## src/rtl/mvu_job_scheduler.sv

```systemverilog
// mvu_job_scheduler: in-order job queue in front of the MVU array.
// Jobs are popped head-of-line when their target MVU is idle, the MVU gets a
// one-cycle start pulse, and its irq rising edge is turned into a tagged
// completion that stays queued until the consumer accepts it.
module mvu_job_scheduler #(
    parameter int NMVU  = 8,
    parameter int DEPTH = 4,
    parameter int TAGW  = 8,
    localparam int MIDW = (NMVU > 1) ? $clog2(NMVU) : 1
) (
    input  logic            clk,
    input  logic            rst_n,
    input  logic            job_valid,
    output logic            job_ready,
    input  logic [MIDW-1:0] job_mvu,
    input  logic [TAGW-1:0] job_tag,
    input  logic            flush,
    output logic [NMVU-1:0] mvu_start,
    input  logic [NMVU-1:0] mvu_irq,
    output logic [NMVU-1:0] mvu_busy,
    output logic            done_valid,
    input  logic            done_ready,
    output logic [MIDW-1:0] done_mvu,
    output logic [TAGW-1:0] done_tag,
    output logic            err_badid,
    output logic            err_spurious
);

    localparam int AW = (DEPTH > 1) ? $clog2(DEPTH) : 1;
    localparam logic [AW:0]   DEPTH_L   = (AW + 1)'(DEPTH);
    localparam logic [MIDW:0] MVU_LIMIT = (MIDW + 1)'(NMVU);

    // job storage and per-MVU tag of the job currently running there
    logic [MIDW-1:0] fifo_mvu [DEPTH];
    logic [TAGW-1:0] fifo_tag [DEPTH];
    logic [TAGW-1:0] tag_r    [NMVU];

    logic [AW-1:0]   wr_ptr_reg;
    logic [AW-1:0]   rd_ptr_reg;
    logic [AW:0]     count_reg;
    logic [AW:0]     count_next;
    logic [NMVU-1:0] busy_reg;
    logic [NMVU-1:0] busy_next;
    logic [NMVU-1:0] pending_reg;
    logic [NMVU-1:0] pending_next;
    logic [NMVU-1:0] irq_q_reg;

    logic [MIDW-1:0] head_mvu;
    logic [TAGW-1:0] head_tag;
    logic            id_ok;
    logic            job_acc;
    logic            push;
    logic            pop;
    logic            hs;
    logic            load;
    logic            sel_valid;
    logic [MIDW-1:0] sel_idx;
    logic [NMVU-1:0] irq_edge;
    logic [NMVU-1:0] start_vec;
    logic [NMVU-1:0] hs_vec;
    logic [NMVU-1:0] load_vec;

    assign head_mvu = fifo_mvu[rd_ptr_reg];
    assign head_tag = fifo_tag[rd_ptr_reg];
    assign id_ok    = ({1'b0, job_mvu} < MVU_LIMIT);
    assign job_acc  = job_valid & job_ready;
    // a flushed cycle neither keeps the incoming job nor dispatches
    assign push     = job_acc & id_ok & ~flush;
    assign pop      = (count_reg != '0) & ~busy_reg[head_mvu] & ~flush;
    assign hs       = done_valid & done_ready;
    assign irq_edge = mvu_irq & ~irq_q_reg;
    assign mvu_busy = busy_reg;
    // the output stage refills whenever it is empty or being drained
    assign load     = sel_valid & (~done_valid | done_ready);

    // per-MVU decode of dispatch, acknowledge and output-stage load
    generate
        for (genvar gi = 0; gi < NMVU; gi++) begin : g_dec
            assign start_vec[gi] = pop  & (head_mvu == MIDW'(gi));
            assign hs_vec[gi]    = hs   & (done_mvu == MIDW'(gi));
            assign load_vec[gi]  = load & (sel_idx  == MIDW'(gi));
        end
    endgenerate

    // lowest-index pending completion wins the output stage
    always_comb begin
        sel_valid = 1'b0;
        sel_idx   = '0;
        for (int i = NMVU - 1; i >= 0; i--) begin
            if (pending_reg[i]) begin
                sel_valid = 1'b1;
                sel_idx   = MIDW'(i);
            end
        end
    end

    // next-state for occupancy, busy and pending sets
    always_comb begin
        count_next = count_reg;
        if (flush) begin
            count_next = '0;
        end else begin
            count_next = count_reg + (AW + 1)'(push) - (AW + 1)'(pop);
        end
        // an acknowledged MVU can never be the one dispatched this cycle
        busy_next    = (busy_reg & ~hs_vec) | start_vec;
        // edges on idle MVUs are only flagged, never queued
        pending_next = (pending_reg & ~load_vec) | (irq_edge & busy_reg);
    end

    // job storage and running-tag capture; contents need no reset
    always_ff @(posedge clk) begin
        if (push) begin
            fifo_mvu[wr_ptr_reg] <= job_mvu;
            fifo_tag[wr_ptr_reg] <= job_tag;
        end
        if (pop) begin
            tag_r[head_mvu] <= head_tag;
        end
    end

    // control state, start pulses, completion stage and error flags
    always_ff @(posedge clk or negedge rst_n) begin
        if (!rst_n) begin
            wr_ptr_reg   <= '0;
            rd_ptr_reg   <= '0;
            count_reg    <= '0;
            job_ready    <= 1'b0;
            busy_reg     <= '0;
            pending_reg  <= '0;
            irq_q_reg    <= '0;
            mvu_start    <= '0;
            done_valid   <= 1'b0;
            done_mvu     <= '0;
            done_tag     <= '0;
            err_badid    <= 1'b0;
            err_spurious <= 1'b0;
        end else begin
            if (flush) begin
                rd_ptr_reg <= wr_ptr_reg;
            end else begin
                if (push) wr_ptr_reg <= wr_ptr_reg + 1'b1;
                if (pop)  rd_ptr_reg <= rd_ptr_reg + 1'b1;
            end
            count_reg   <= count_next;
            job_ready   <= (count_next < DEPTH_L);
            busy_reg    <= busy_next;
            pending_reg <= pending_next;
            irq_q_reg   <= mvu_irq;
            mvu_start   <= start_vec;
            if (load) begin
                done_valid <= 1'b1;
                done_mvu   <= sel_idx;
                done_tag   <= tag_r[sel_idx];
            end else if (hs) begin
                done_valid <= 1'b0;
            end
            if (job_acc & ~id_ok)              err_badid    <= 1'b1;
            if (|(irq_edge & ~busy_reg))       err_spurious <= 1'b1;
        end
    end

endmodule

```

## config.mk

```make
export PLATFORM = sky130hd
export DESIGN_NAME = mvu_job_scheduler
export DESIGN_NICKNAME = d
export VERILOG_FILES = /design/src/rtl/mvu_job_scheduler.sv
export SDC_FILE = /design/constraint.sdc
export NUM_CORES = 1
export LEC_CHECK = 0
export BUFFER_PORTS_ARGS = -buffer_cell sky130_fd_sc_hd__buf_4
export CAP_MARGIN = 20
export CORE_UTILIZATION = 35
export DETAILED_ROUTE_END_ITERATION = 10
export PLACE_DENSITY = 0.53
export RECOVER_POWER = 25
export SETUP_SLACK_MARGIN = 0.05
export SLEW_MARGIN = 20
export SYNTH_ARGS = -nofsm -noshare
export SYNTH_HDL_FRONTEND = slang
export SYNTH_SLANG_ARGS = --single-unit
export TNS_END_PERCENT = 20
```

## constraint.sdc

```tcl
create_clock -name clk -period 4.2 [get_ports clk]
set_clock_uncertainty 0.2 [all_clocks]
set_input_delay 0.84 -clock clk [delete_from_list [all_inputs] [get_ports clk]]
set_output_delay 0.84 -clock clk [all_outputs]
set_load 0.02 [all_outputs]
```

Word-level counts from Yosys, hierarchy flattened
Memories as Yosys holds them, arrays and structs flattened. A register that Yosys moved wholly into a read port is not among the register bits.
Cells that the tools add are included.
{"block": "classes", "addsub": 4, "n_lt_le_gt_ge": 2, "n_eq_ne": 21, "muxes": 27, "bitwise": 45, "reduce_logical": 9}
{"cell": "8-bit AND", "count": 5}
{"cell": "3-bit equality test, second input constant", "count": 12}
{"cell": "8-bit NOT", "count": 4}
{"cell": "1-bit AND", "count": 30}
{"cell": "3-bit two-way mux", "count": 9}
{"cell": "3-bit by 2-bit equality test with 1-bit output, second input constant", "count": 6}
{"cell": "8-bit bitwise OR", "count": 2}
{"cell": "1-bit two-way mux", "count": 15}
{"cell": "3-bit by 1-bit equality test with 1-bit output, second input constant", "count": 3}
{"cell": "3-bit logical NOT", "count": 3}
{"cell": "8-bit OR reduction", "count": 1}
{"cell": "2-bit by 1-bit adder with 2-bit output, second input constant", "count": 2}
{"cell": "3-bit by 4-bit < comparator with 1-bit output, second input constant", "count": 1}
{"cell": "2-bit two-way mux", "count": 2}
{"cell": "2-bit nonzero test", "count": 2}
{"cell": "3-bit by 1-bit adder with 3-bit output", "count": 1}
{"cell": "1-bit binary-select mux with 3-bit select", "count": 1}
{"cell": "3-bit < comparator, second input constant", "count": 1}
{"cell": "1-bit NOT", "count": 3}
{"cell": "3-bit nonzero test", "count": 1}
{"cell": "3-bit by 1-bit subtractor with 3-bit output", "count": 1}
{"cell": "2-bit AND reduction", "count": 1}
{"cell": "1-bit logical NOT", "count": 1}
{"cell": "1-bit bitwise OR", "count": 1}
{"block": "word_totals", "register_bits": 45, "ramBits": 108, "input_bits": 24, "output_inout_bits": 31, "mem_count": 3}
{"name": "tag_r", "words": 8, "width": 8, "read_ports": 1, "rd_clocked_by_memory_dff": 1, "write_ports": 1, "line": "36", "rtl": "logic [TAGW-1:0] tag_r [NMVU];"}
{"name": "fifo_tag", "words": 4, "width": 8, "read_ports": 1, "rd_clocked_by_memory_dff": 0, "write_ports": 1, "line": "35", "rtl": "logic [TAGW-1:0] fifo_tag [DEPTH];"}
{"name": "fifo_mvu", "words": 4, "width": 3, "read_ports": 1, "rd_clocked_by_memory_dff": 0, "write_ports": 1, "line": "34", "rtl": "logic [MIDW-1:0] fifo_mvu [DEPTH];"}

Depth between registers and ports, before layout
{"block": "logic_depth", "depth_word": 13, "depth_mapped": 13, "ltp_nobuf": 12}

Worst setup path before layout
OpenSTA, ideal clock, no wires.
{"block": "synth_path", "path_type": "register to register", "start": "register rd_ptr_reg[0]", "end": "register job_ready", "arrival_ns": 2.944, "setup_slack_ns": 0.925, "path_stages_with_launch": 13, "path_buffers": 1, "synth_period_minus_slack_ns": 3.275, "cell_sequence": "dfrtp_1 > mux4_2 > buf_6 > mux2_4 > a2bb2oi_2 > a21boi_0 > ha_1 > inv_1 > ha_1 > inv_1 > fa_1 > xnor2_1 > or2_2"}
{"block": "synth_between", "elab_chain_cells": 9}
{"element": "from (decl)", "line": "39", "rtl": "logic [AW-1:0] rd_ptr_reg;"}
{"element": "from (signal assigned)", "line": "140", "rtl": "rd_ptr_reg <= wr_ptr_reg;"}
{"element": "from (signal assigned)", "line": "143", "rtl": "if (pop) rd_ptr_reg <= rd_ptr_reg + 1'b1;"}
{"element": "memory 4 x 3 bit"}
{"element": "1-bit binary-select mux with 3-bit select", "line": "69", "rtl": "assign pop = (count_reg != '0) & ~busy_reg[head_mvu] & ~flush;"}
{"element": "1-bit two-way mux (implied by the code)", "line": "69"}
{"element": "1-bit NOT", "line": "69"}
{"element": "1-bit AND (2 in a row)", "line": "69"}
{"element": "3-bit by 1-bit subtractor with 3-bit output", "line": "103", "rtl": "count_next = count_reg + (AW + 1)'(push) - (AW + 1)'(pop);"}
{"element": "3-bit two-way mux", "line": "100", "rtl": "if (flush) begin"}
{"element": "3-bit < comparator", "line": "146", "rtl": "job_ready <= (count_next < DEPTH_L);"}
{"element": "to (signal assigned)", "line": "146"}
{"element": "to (decl)", "line": "14", "rtl": "output logic job_ready,"}
Every way passes these cells. The select of a mux whose other input is x is not followed.
A chain may end at the register's enable or synchronous reset.

Worst setup path after layout
{"block": "layout_path", "start": "register rd_ptr_reg[1]", "end": "register job_ready"}
Same word-level chain as after synthesis.

==> flow_summary.json <==
{
  "antenna_found_initial": 0,
  "final_max_slew_viol_count": 54,
  "io_buffers": 53,
  "ctsHoldBuffers": 0,
  "fin_crit_ps": 3570,
  "clk_pin_slew_ps": 70,
  "root_buffer": "clkbuf_16",
  "globalRouteOverflowTotal": 0,
  "io_pins": 55,
  "peakVddDrop_uv": 338,
  "yosysWarnings": 0,
  "hold_slack_ps": 290,
  "antenna_cells": 0,
  "initial_core_util_pct": 36.3,
  "cts-buffers-inserted": 17,
  "worst_slew_pin_slew_ps": 2930,
  "mostFrequentLayoutCell": "edfxtp_1",
  "rsz0062_at_grt": "false",
  "largestRegisters": "tag_r: 64 flops, fifo_tag: 32 flops, fifo_mvu: 12 flops",
  "path_class": "reg2reg",
  "dieHeight_um": 137,
  "avgSynthCellArea_um2": 15.8,
  "synth_top_family_by_area": "simple AND/OR/NAND/NOR gates",
  "drcViolationCount": 0,
  "synth_area_leaders": "edfxtp_1 51%, dfrtp_1 21%, mux4_2 3.5%",
  "htreeDepth": 4,
  "drive_gt1_share_pct": 22.7,
  "yosysTopAreaCell": "edfxtp_1",
  "grt_pass1_vias": 3725,
  "async_flop_share_pct": 32.9,
  "row_count": 48,
  "fin_tns_setup_ps": 0,
  "fillCellCount": 1631,
  "ys_seq_elements": 161,
  "die_w_um": 137,
  "post_cts_buffers": 0,
  "cts.path.max_buffers": 2,
  "syn2layout_area_growth_pct": 19.3,
  "synth-xor-area-share_pct": 0.413,
  "synthFlopType": "edfxtp_1",
  "timing.final.hold_violations": 0,
  "critPathLaunchType": "flip-flop",
  "crit_path_end_kind": "flip-flop",
  "top_register": "tag_r",
  "place_hpwl_um": 8750,
  "hp-class": "reg2reg",
  "final_cell_mix": "108 x edfxtp_1, 53 x dfrtp_1, 44 x buf_4",
  "maxSlewHeadroom_pct": -95.1,
  "synth_fa_ha_area_share_pct": 1.49,
  "clk_latency_ps": 420,
  "vias": 3627,
  "wl_per_cell_um": 18.5,
  "first_iter_violations": 268,
  "synth.distinct_cells": 46,
  "fin_nets": 503,
  "required_ps": 4300,
  "synth_fp_nets": 433,
  "fmaxAchievable_mhz": 280,
  "cap_viol_max_count": 1,
  "cts_tree": "built",
  "cts_resized": 0,
  "antenna_left": 0,
  "fin_crit_sh_pct": 85.0,
  "powerDensity_mw_per_mm2": 745,
  "violations": "max-capacitance violations, max-slew violations",
  "grt_pass1_wl_um": 20700,
  "largest_reg_flops": 64,
  "synth_top_cell_area_share_pct": 51.0,
  "gp_congestion": 0.777,
  "synth-edff-count": 108,
  "grt_max_degree": 54,
  "setup_viol": 0,
  "core_mm2": 0.0175,
  "drtPass1Iterations": 5,
  "status": "finished with violations",
  "path_max_fanout": 14,
  "arrival_ps": 3670,
  "synth-simple-area-share_pct": 8.69,
  "synth-compound-area-share_pct": 7.94,
  "seq_area_frac_synth_pct": 71.8,
  "p_leak_uw": 0.00281,
  "grt.total_usage_pct": 15.3,
  "placed_cell_area_mm2": 0.00708,
  "wirelength_um": 13200,
  "synth_mux_area_share_pct": 7.49,
  "syn-cell-area_mm2": 0.00636,
  "final_area_mm2": 0.00759,
  "syn_inst": 402,
  "viasPerCell": 5.11,
  "design.die.area_mm2": 0.0187,
  "clock-sinks": 161
}
-- metal layers --
layer / up-vias / track usage, % / routed length (um)
met3: 10 / 4.15 / 595
met2: 80 / 25.1 / 6420
li1: 1699 / - / -
met4: 0 / 4.76 / 133
met1: 1838 / 19.7 / 6000
met5: - / 0 / 0
-- stage by stage --
step	worst slack [ps]	cells	util [%]	total power, uW
finish	630	710	43.3	5660
global route	372	710	43.3	5990
CTS	598	710	43.7	5730
detailed placement	610	678	40.4	4190
global placement	655	678	40.4	4150
floorplan	925	402	-	3520
-- power breakdown --
part,internal (uW),switching (uW)
Combinational,747,1080
Clock,880,628
Sequential,2070,248
-- worst max-delay path, stage by stage (launching register included) --
cell and delay [ps]:
dfrtp_1 700, mux4_2 520, mux2_4 340, a2bb2oi_2 200, a21boi_0 210, ha_1 260
inv_1 50, ha_1 120, inv_1 40, fa_1 370, xnor2_1 140, or2_2 280
-- cells by family after synthesis --
family          after synthesis
compound gates               61
buf+inv                      32
mux                          31
fa+ha+maj                     7
simple gates                106
flops                       161
other cells                   1
xor+xnor                      3
-- worst paths after layout --
path	start	endpoint	slack (ps)	cells past startpoint
max	rd_ptr_reg[1]	job_ready	630	11
min	tag_r[0][0]	done_tag[0]	290	2
max reg2reg	rd_ptr_reg[1]	job_ready	630	11
min reg2reg	tag_r[0][0]	done_tag[0]	290	2
max in group asynchronous	rst_n	done_tag[7]	970	1
min in group asynchronous	rst_n	err_spurious	1170	1
-- layout make-up --
cell class	instances	area [um^2]	share of cell area, %
Clock buffer	17	425	5.60
Clock inverter	15	159	2.09
Inverter	18	67.6	0.890
Multi-Input combinational cell	209	1680	22.1
Sequential cell	161	4570	60.2
Tap cell	225	282	3.71
Timing Repair Buffer	65	409	5.39
-- Yosys cell counts (2+ instances only) --
library cell,number
a221oi_1,2
nor4_1,2
o21ai_0,14
xnor2_1,2
nor2_1,13
buf_2,3
and2_1,5
nand3b_1,5
or2_2,2
o31ai_1,4
nor3_1,20
mux4_2,10
a22oi_1,8
edfxtp_1,108
or3_1,2
mux2_2,16
nand3_1,6
nand2_1,24
ha_1,6
mux2i_1,3
a32o_1,4
dfrtp_1,53
a31oi_1,2
nor2b_1,5
clkbuf_1,8
nor3b_1,7
a222oi_1,12
nand2b_1,13
o221ai_1,8
and3_1,2
inv_1,18
No activity file was read; power rests on OpenSTA's default activity.
